**config.mk**
```make
export PLATFORM = sky130hd
export DESIGN_NAME = uart_rx_fifo
export DESIGN_NICKNAME = d
export VERILOG_FILES = /design/src/rtl/uart_rx_fifo.sv
export SDC_FILE = /design/constraint.sdc
export NUM_CORES = 1
export LEC_CHECK = 0
export BUFFER_PORTS_ARGS = -buffer_cell sky130_fd_sc_hd__buf_2
export CORE_MARGIN = 5
export CORE_UTILIZATION = 65
export CTS_BUF_LIST = sky130_fd_sc_hd__clkbuf_8 sky130_fd_sc_hd__clkbuf_16
export DETAILED_ROUTE_END_ITERATION = 8
export PLACE_DENSITY = 0.95
export SYNTH_ARGS = -nofsm -noshare
export SYNTH_HDL_FRONTEND = slang
export SYNTH_SLANG_ARGS = --single-unit
```
**constraint.sdc**
```tcl
create_clock -name baud_clk -period 5.45 [get_ports baud_clk]
set_input_delay 1.09 -clock baud_clk [delete_from_list [all_inputs] [get_ports baud_clk]]
set_output_delay 1.09 -clock baud_clk [all_outputs]
set_load 0.005 [all_outputs]
```
**src/rtl/uart_rx_fifo.sv**
```systemverilog
// rtl/uart_rx_fifo.sv - FWFT byte FIFO behind the UART receiver with overflow and idle flags
module uart_rx_fifo #(
    parameter int DEPTH       = 16,
    parameter int ADDR_W      = 4,
    parameter int IDLE_CYCLES = 640,
    parameter int IDLE_W      = 10
) (
    input  logic              baud_clk,
    input  logic              reset,
    input  logic [7:0]        rx_data,
    input  logic              rx_status,
    output logic [7:0]        rd_data,
    output logic              rd_valid,
    input  logic              rd_ready,
    output logic [ADDR_W:0]   fifo_count,
    output logic              overflow,
    input  logic              ovf_clear,
    output logic              idle
);

    localparam logic [ADDR_W:0]   FULL_COUNT = (ADDR_W + 1)'(DEPTH);
    localparam logic [ADDR_W:0]   COUNT_ONE  = (ADDR_W + 1)'(1);
    localparam logic [ADDR_W-1:0] PTR_ONE    = ADDR_W'(1);
    localparam logic [IDLE_W-1:0] IDLE_MAX   = IDLE_W'(IDLE_CYCLES);
    localparam logic [IDLE_W-1:0] IDLE_ONE   = IDLE_W'(1);

    logic [7:0]        mem [DEPTH];
    logic [ADDR_W-1:0] wr_ptr;
    logic [ADDR_W-1:0] rd_ptr;
    logic [ADDR_W:0]   count;
    logic [ADDR_W:0]   count_next;
    logic              status_d;
    logic [IDLE_W-1:0] idle_cnt;
    logic              push;
    logic              pop;
    logic              full;
    logic              wr_en;
    logic              ovf_set;

    // A byte arrives once per rising edge of the frame-done level; a full FIFO
    // still accepts it when the consumer frees a slot in the same cycle.
    assign push     = rx_status & ~status_d;
    assign full     = (count == FULL_COUNT);
    assign rd_valid = (count != '0);
    assign pop      = rd_valid & rd_ready;
    assign wr_en    = push & (~full | pop);
    assign ovf_set  = push & full & ~pop;

    assign rd_data    = rd_valid ? mem[rd_ptr] : 8'h00;
    assign fifo_count = count;
    assign idle       = (idle_cnt == IDLE_MAX) & rd_valid;

    // Occupancy after this edge; drives both the count register and idle clearing.
    always_comb begin
        count_next = count;
        case ({wr_en, pop})
            2'b10:   count_next = count + COUNT_ONE;
            2'b01:   count_next = count - COUNT_ONE;
            default: count_next = count;
        endcase
    end

    // Storage array; no reset so it maps onto plain RAM.
    always_ff @(posedge baud_clk) begin
        if (wr_en) begin
            mem[wr_ptr] <= rx_data;
        end
    end

    // Edge detector, pointers and occupancy. status_d resets high so a level
    // already asserted when reset releases is not taken as a new byte.
    always_ff @(posedge baud_clk or negedge reset) begin
        if (!reset) begin
            status_d <= 1'b1;
            wr_ptr   <= '0;
            rd_ptr   <= '0;
            count    <= '0;
        end else begin
            status_d <= rx_status;
            count    <= count_next;
            if (wr_en) begin
                wr_ptr <= wr_ptr + PTR_ONE;
            end
            if (pop) begin
                rd_ptr <= rd_ptr + PTR_ONE;
            end
        end
    end

    // Sticky overflow; a new drop takes priority over a clear request.
    always_ff @(posedge baud_clk or negedge reset) begin
        if (!reset) begin
            overflow <= 1'b0;
        end else if (ovf_set) begin
            overflow <= 1'b1;
        end else if (ovf_clear) begin
            overflow <= 1'b0;
        end
    end

    // Cycles since the last byte arrived, saturating; held at zero while empty.
    always_ff @(posedge baud_clk or negedge reset) begin
        if (!reset) begin
            idle_cnt <= '0;
        end else if (push || (count_next == '0)) begin
            idle_cnt <= '0;
        end else if (idle_cnt != IDLE_MAX) begin
            idle_cnt <= idle_cnt + IDLE_ONE;
        end
    end

endmodule

```
==> flow_summary.json, run 1 <==
{
  "status": "completed",
  "power_frac_seq": 0.417,
  "overflow": 0,
  "cts.sinks": 153,
  "cts-hold-fix-buffers": 0,
  "stdcell_area_sq_mm": 0.00724,
  "cts_tree": "built",
  "worst_slew_pin_slew_ps": 1140,
  "p_leak_nw": 2.49,
  "p_clk_frac": 0.323,
  "synth_fa_ha_area_frac": 0.0158,
  "post_cts.repair.setup_buffers": 0,
  "cts_max_path_buffers": 2,
  "die_area_sq_mm": 0.0119,
  "drc_errors": 0,
  "intPower_mw": 2.65,
  "relSlewSlack": 0.240,
  "drive_above_1_share": 0.282,
  "synthFlopType": "edfxtp_1",
  "r2r-end": "idle_cnt[5]",
  "syn_inst": 348,
  "wirelength_um": 14000,
  "synth_xor_area_frac": 0.0262,
  "ff2ff_setup_slack_ps": 2160,
  "finalCritPeriodShare": 0.783,
  "grt_start_max_net_pins": 36,
  "syn_area_sq_mm": 0.00635,
  "setup_viol": 0,
  "cts-root-buf": "clkbuf_8",
  "crit_type": "flip-flop to output port",
  "clk_pin_slew_ps": 70,
  "syn_nets": 369,
  "place_area_sq_mm": 0.00663,
  "crit_path_start": "rd_ptr[0]",
  "crit_end": "rd_data[4]",
  "dp_hpwl_um": 8110,
  "crit_buf_inv": 2,
  "crit_cells": 5,
  "wl_met2_um": 7100,
  "drtPass1Iterations": 4,
  "row_count": 36,
  "htree_levels": 4,
  "dieHeight_um": 109,
  "syn_area_per_cell_sq_um": 18.3,
  "start_util": 0.659,
  "synth_top_family_by_area": "multiplexers",
  "clock-skew-final_ps": 13.0,
  "rsz0062_at_grt": "no",
  "r2r-start": "status_d",
  "synthTopCellsByArea": "edfxtp_1 (60%), mux4_2 (14%), dfrtp_1 (9.5%)",
  "critPathRequiredTime_ps": 4360,
  "r2r_cells": 11,
  "synth-edff-count": 128,
  "switching_power_mw": 1.15,
  "combPwrFrac": 0.261,
  "synthMuxAreaShare": 0.148,
  "max_cap_violations": 0,
  "slew_viol_final": 0,
  "ys_seq_area_frac": 0.704,
  "top_layer": "met5",
  "cp-end-kind": "output port",
  "fin_crit_ps": 4270,
  "dr.first_iter.drc_count": 395,
  "core_area_sq_mm": 0.00964,
  "critPathTopFamily": "multiplexers",
  "cts_resized": 0,
  "grt_usage": 0.260,
  "grt_first_pass_wirelength_um": 21200,
  "ant_nets": 0,
  "vdd_drop_max_uv": 237,
  "start_kind": "flip-flop",
  "vias": 3416,
  "ys_warn_count": 0,
  "syn2layout_area_growth_pct": 14.0,
  "fmax_ghz": 0.234,
  "routed_via_density": 6.45,
  "antenna_found_initial": 1,
  "crit_path_frequent_cell": "mux4_2",
  "max_stage_delay_ps": 900,
  "die_w_um": 109,
  "clock_latency_ps": 530,
  "finalSetupTns_ps": 0,
  "yosysTopAreaCell": "edfxtp_1",
  "crit_fanout": 25,
  "synth_simple_gate_area_share": 0.0725,
  "wl_per_cell_um": 26.3,
  "path_cells": "buf_4 > mux4_2 > mux4_2 > and2_1 > buf_2",
  "synth.distinct_cells": 41,
  "io_buffer_count": 28,
  "arrival_ps": 3180,
  "slowest_stage": "dfrtp_2",
  "layout.nets": 406,
  "p_sw_frac": 0.302,
  "wl_met1_um": 5330,
  "yosys_register_bits": 153,
  "report.final.hold_viol_count": 0,
  "yosysTopAreaCellShare": 0.605,
  "ios": 29,
  "p_per_area_mw_per_mm2": 524,
  "hold_class": "flip-flop to flip-flop",
  "wl_met3_um": 1230,
  "antenna_cells": 0,
  "grt_pass1_vias": 3466,
  "cts_buffers": 17,
  "synth_compound_area_frac": 0.0163,
  "async_reset_ff_frac": 0.163,
  "place_congestion": 0.823
}
-- metrics by stage --
| step | hold WS (ps) | setup WS [ps] | power (mW) | util | std cells |
|---|---|---|---|---|---|
| 3_5_place_dp | 485 | 1490 | 2.55 | 0.688 | 499 |
| 5_1_grt | 541 | 990 | 3.95 | 0.751 | 530 |
| 6_report | 503 | 1180 | 3.79 | 0.751 | 530 |
| 4_1_cts | 503 | 1130 | 3.80 | 0.751 | 530 |
| 3_3_place_gp | 468 | 1690 | 2.49 | 0.688 | 499 |
| 2_1_floorplan | 474 | 2110 | 2.26 | - | 348 |
-- kinds of logic (layout without fill, tap and decap cells) --
family,after synthesis,count (layout)
adder cells (fa/ha/maj),8,8
flip-flops,153,153
multiplexers,43,43
AO/OA/AOI/OAI,16,16
buffers and inverters,24,73
XOR/XNOR,19,19
AND/OR/NAND/NOR,85,85
-- layout by cell type, fill, tap and decap left out, drive strengths merged, types with 4 or more instances in the layout --
cell type and n:
edfxtp 128, mux4 40, buf 35, dfrtp 24, nor2 19, nor3 17, clkbuf 17, nand2 15
inv 12, xnor2 11, and2 9, xor2 8, ha 8, nand4 6, nand3 5, clkinv 5
nand2b 4, a21oi 4, bufinv 4, nor4 4
-- cell usage after synthesis (4+ instances only) --
library cell and n:
nand2_1 15, nand3_1 5, dfrtp_1 24, xnor2_1 11, nor2_1 18, inv_1 6, nand2b_1 4, mux4_2 40
clkbuf_1 9, ha_1 8, xor2_1 8, edfxtp_1 128, and2_1 9, a21oi_1 4, nand4_1 6, nor3_1 16
-- tightest hold or removal path, delay by kind of cell, from the launching register on --
family          cells  cell delay, ps
compound gates      1              60
simple gates        1              60
flops               1             350
-- final cells by class --
| class | count | area (sq um) |
|---|---|---|
| clock buffer | 17 | 414 |
| clock inverter | 14 | 196 |
| tap | 133 | 166 |
| sequential | 153 | 4470 |
| multi-input combinational | 171 | 1770 |
| inverter | 7 | 26.3 |
| fill | 525 | 2400 |
| timing repair buffer | 35 | 193 |
-- power by group through the flow --
stage	Clock, mW	Sequential [mW]	Combinational (mW)
2_1_floorplan	0	1.47	0.795
3_3_place_gp	0	1.59	0.900
3_5_place_dp	0	1.60	0.952
4_1_cts	1.23	1.58	0.989
5_1_grt	1.29	1.60	1.06
6_report	1.22	1.58	0.989
-- worst min-delay path by stage --
stage,startpoint,endpoint,slack (ps),cells after the start
6_report,overflow,overflow,500,2
5_1_grt,overflow,overflow,540,2
4_1_cts,overflow,overflow,500,2
3_5_place_dp,overflow,overflow,480,2
3_3_place_gp,overflow,overflow,470,2
2_1_floorplan,overflow,overflow,470,2
-- per-layer routing --
layer / vias to the layer above / GRT usage
li1: 1451 / -
met1: 1734 / 0.354
met2: 206 / 0.409
met3: 23 / 0.0693
met4: 2 / 0.101
met5: - / 0
-- state kept, by name (all words and copies together) (netlist names) --
register,flops
status_d,1
rd_ptr,4
mem,128
overflow,1
wr_ptr,4
idle_cnt,10
fifo_count,5
No activity file was read; power rests on OpenSTA's default activity.
==> run 2, diff against run 1 <==
CORE_UTILIZATION = 61   (was 65)
PLACE_DENSITY = 0.9   (was 0.95)
clock period = 4.31 ns   (was 5.45 ns; I/O delays follow)
==> run 2 against run 1 <==
Clock skew decreased by 5.2 ps. Combinational power increased by 31%. Core utilization decreased by 4.5 points. Sequential share of layout area increased by 0.12 points. Global-route usage decreased by 3.9 points. Clock power increased by 19%. Cell area decreased by 0.19%.
==> flow_summary.json, run 2 (synthesis gave the netlist of run 1 again) <==
{
  "max_cap_violations": 0,
  "critPathRequiredTime_ps": 3450,
  "clock_latency_ps": 540,
  "cp-end-kind": "output port",
  "start_kind": "flip-flop",
  "syn2layout_area_growth_pct": 13.8,
  "wl_per_cell_um": 24.1,
  "io_buffer_count": 28,
  "cts-hold-fix-buffers": 0,
  "dr.first_iter.drc_count": 310,
  "finalSetupTns_ps": 0,
  "wirelength_um": 12900,
  "cts_buffers": 17,
  "routed_via_density": 6.33,
  "drive_above_1_share": 0.286,
  "cts-root-buf": "clkbuf_8",
  "slew_viol_final": 0,
  "vdd_drop_max_uv": 378,
  "place_congestion": 0.829,
  "dieHeight_um": 112,
  "row_count": 37,
  "drtPass1Iterations": 5,
  "layout.nets": 406,
  "grt_pass1_vias": 3591,
  "overflow": 0,
  "setup_viol": 0,
  "crit_type": "flip-flop to output port",
  "dp_hpwl_um": 8180,
  "antenna_cells": 0,
  "post_cts.repair.setup_buffers": 0,
  "grt_usage": 0.221,
  "vias": 3381,
  "crit_fanout": 27,
  "die_w_um": 112,
  "antenna_found_initial": 0,
  "cts.sinks": 153,
  "clk_pin_slew_ps": 60,
  "clock-skew-final_ps": 7.81,
  "fmax_ghz": 0.274,
  "p_leak_nw": 2.47,
  "arrival_ps": 2790,
  "finalCritPeriodShare": 0.848,
  "grt_start_max_net_pins": 28,
  "ios": 29,
  "report.final.hold_viol_count": 0,
  "drc_errors": 0,
  "p_per_area_mw_per_mm2": 653,
  "layout.cells.non_filler": 534,
  "cts_resized": 0,
  "fill_cells": 572,
  "cts_tree": "built",
  "largest_register_ffs": 128,
  "largest_register": "mem",
  "dp.cells": 502,
  "power_mw": 4.72,
  "hold_class": "input pin to async pin",
  "timing.final.ws_setup_ps": 654,
  "final_util": 0.706,
  "core_area_sq_mm": 0.0102,
  "relSlewSlack": 0.440,
  "grt_first_pass_wirelength_um": 20400,
  "place_ws_ps": 655,
  "layout_common_cells": "edfxtp_1 (128), mux4_2 (40), buf_2 (28), dfrtp_1 (23), nor2_1 (18)",
  "ant_nets": 0,
  "status": "completed",
  "die_area_sq_mm": 0.0126,
  "worst_slew_pin_slew_ps": 838,
  "cts_max_path_buffers": 2,
  "fin_crit_ps": 3660,
  "rsz0062_at_grt": "no",
  "start_util": 0.621,
  "mostFrequentLayoutCell": "edfxtp_1",
  "htree_levels": 4
}
==> run 2: cell types whose count changed in the layout (fill, tap and decap cells not counted), sizes merged <==
cell,before,now
bufinv,4,2
clkinvlp,0,3
==> run 2: worst paths after layout <==
check                               start          end  slack [ps]  depth (start not counted)
worst max-delay path            rd_ptr[1]   rd_data[7]         650                          5
worst min-delay path                reset  idle_cnt[7]         320                          1
worst max register to register   status_d  idle_cnt[0]        1120                         11
worst min register to register   overflow     overflow         550                          2
max in group asynchronous           reset    rd_ptr[0]        3590                          1
min in group baud_clk           rx_status     status_d         460                          1
==> run 2: worst max-delay path, cell delays in order, from the launching register on <==
cell and delay [ps]:
dfrtp_1 590, buf_4 450, mux4_2 420, mux4_2 500
and2_1 170, buf_2 120
==> run 2: power breakdown <==
part | leakage (nW) | total [mW] | switching [mW] | internal (mW)
Combinational | 0.727 | 1.30 | 0.626 | 0.673
Sequential | 1.47 | 1.97 | 0.223 | 1.75
Clock | 0.277 | 1.45 | 0.613 | 0.836
==> run 2: stage by stage <==
step                      hold slack [ps]  cell area [sq um]
final                                 317               7230
after floorplan                       474               6350
after CTS                             316               7230
after detailed placement              475               6650
after global routing                  347               7230
after global placement                465               6650
==> run 2: area by class of cell <==
type / instances / area (sq um) / share of cell area
Tap cell: 136 / 170 / 0.0235
Timing Repair Buffer: 35 / 205 / 0.0284
Sequential cell: 153 / 4470 / 0.619
Clock buffer: 17 / 414 / 0.0573
Inverter: 7 / 26.3 / 0.00364
Clock inverter: 15 / 166 / 0.0230
Multi-Input combinational cell: 171 / 1770 / 0.245
==> run 2: metal layers <==
| layer | vias up | GRT usage | wire length, um | part of all wire |
|---|---|---|---|---|
| li1 | 1448 | - | - | - |
| met2 | 176 | 0.363 | 6540 | 0.51 |
| met4 | 0 | 0.0785 | 318 | 0.025 |
| met3 | 36 | 0.0544 | 963 | 0.075 |
| met1 | 1721 | 0.294 | 5080 | 0.39 |
| met5 | - | 0 | 0 | 0 |
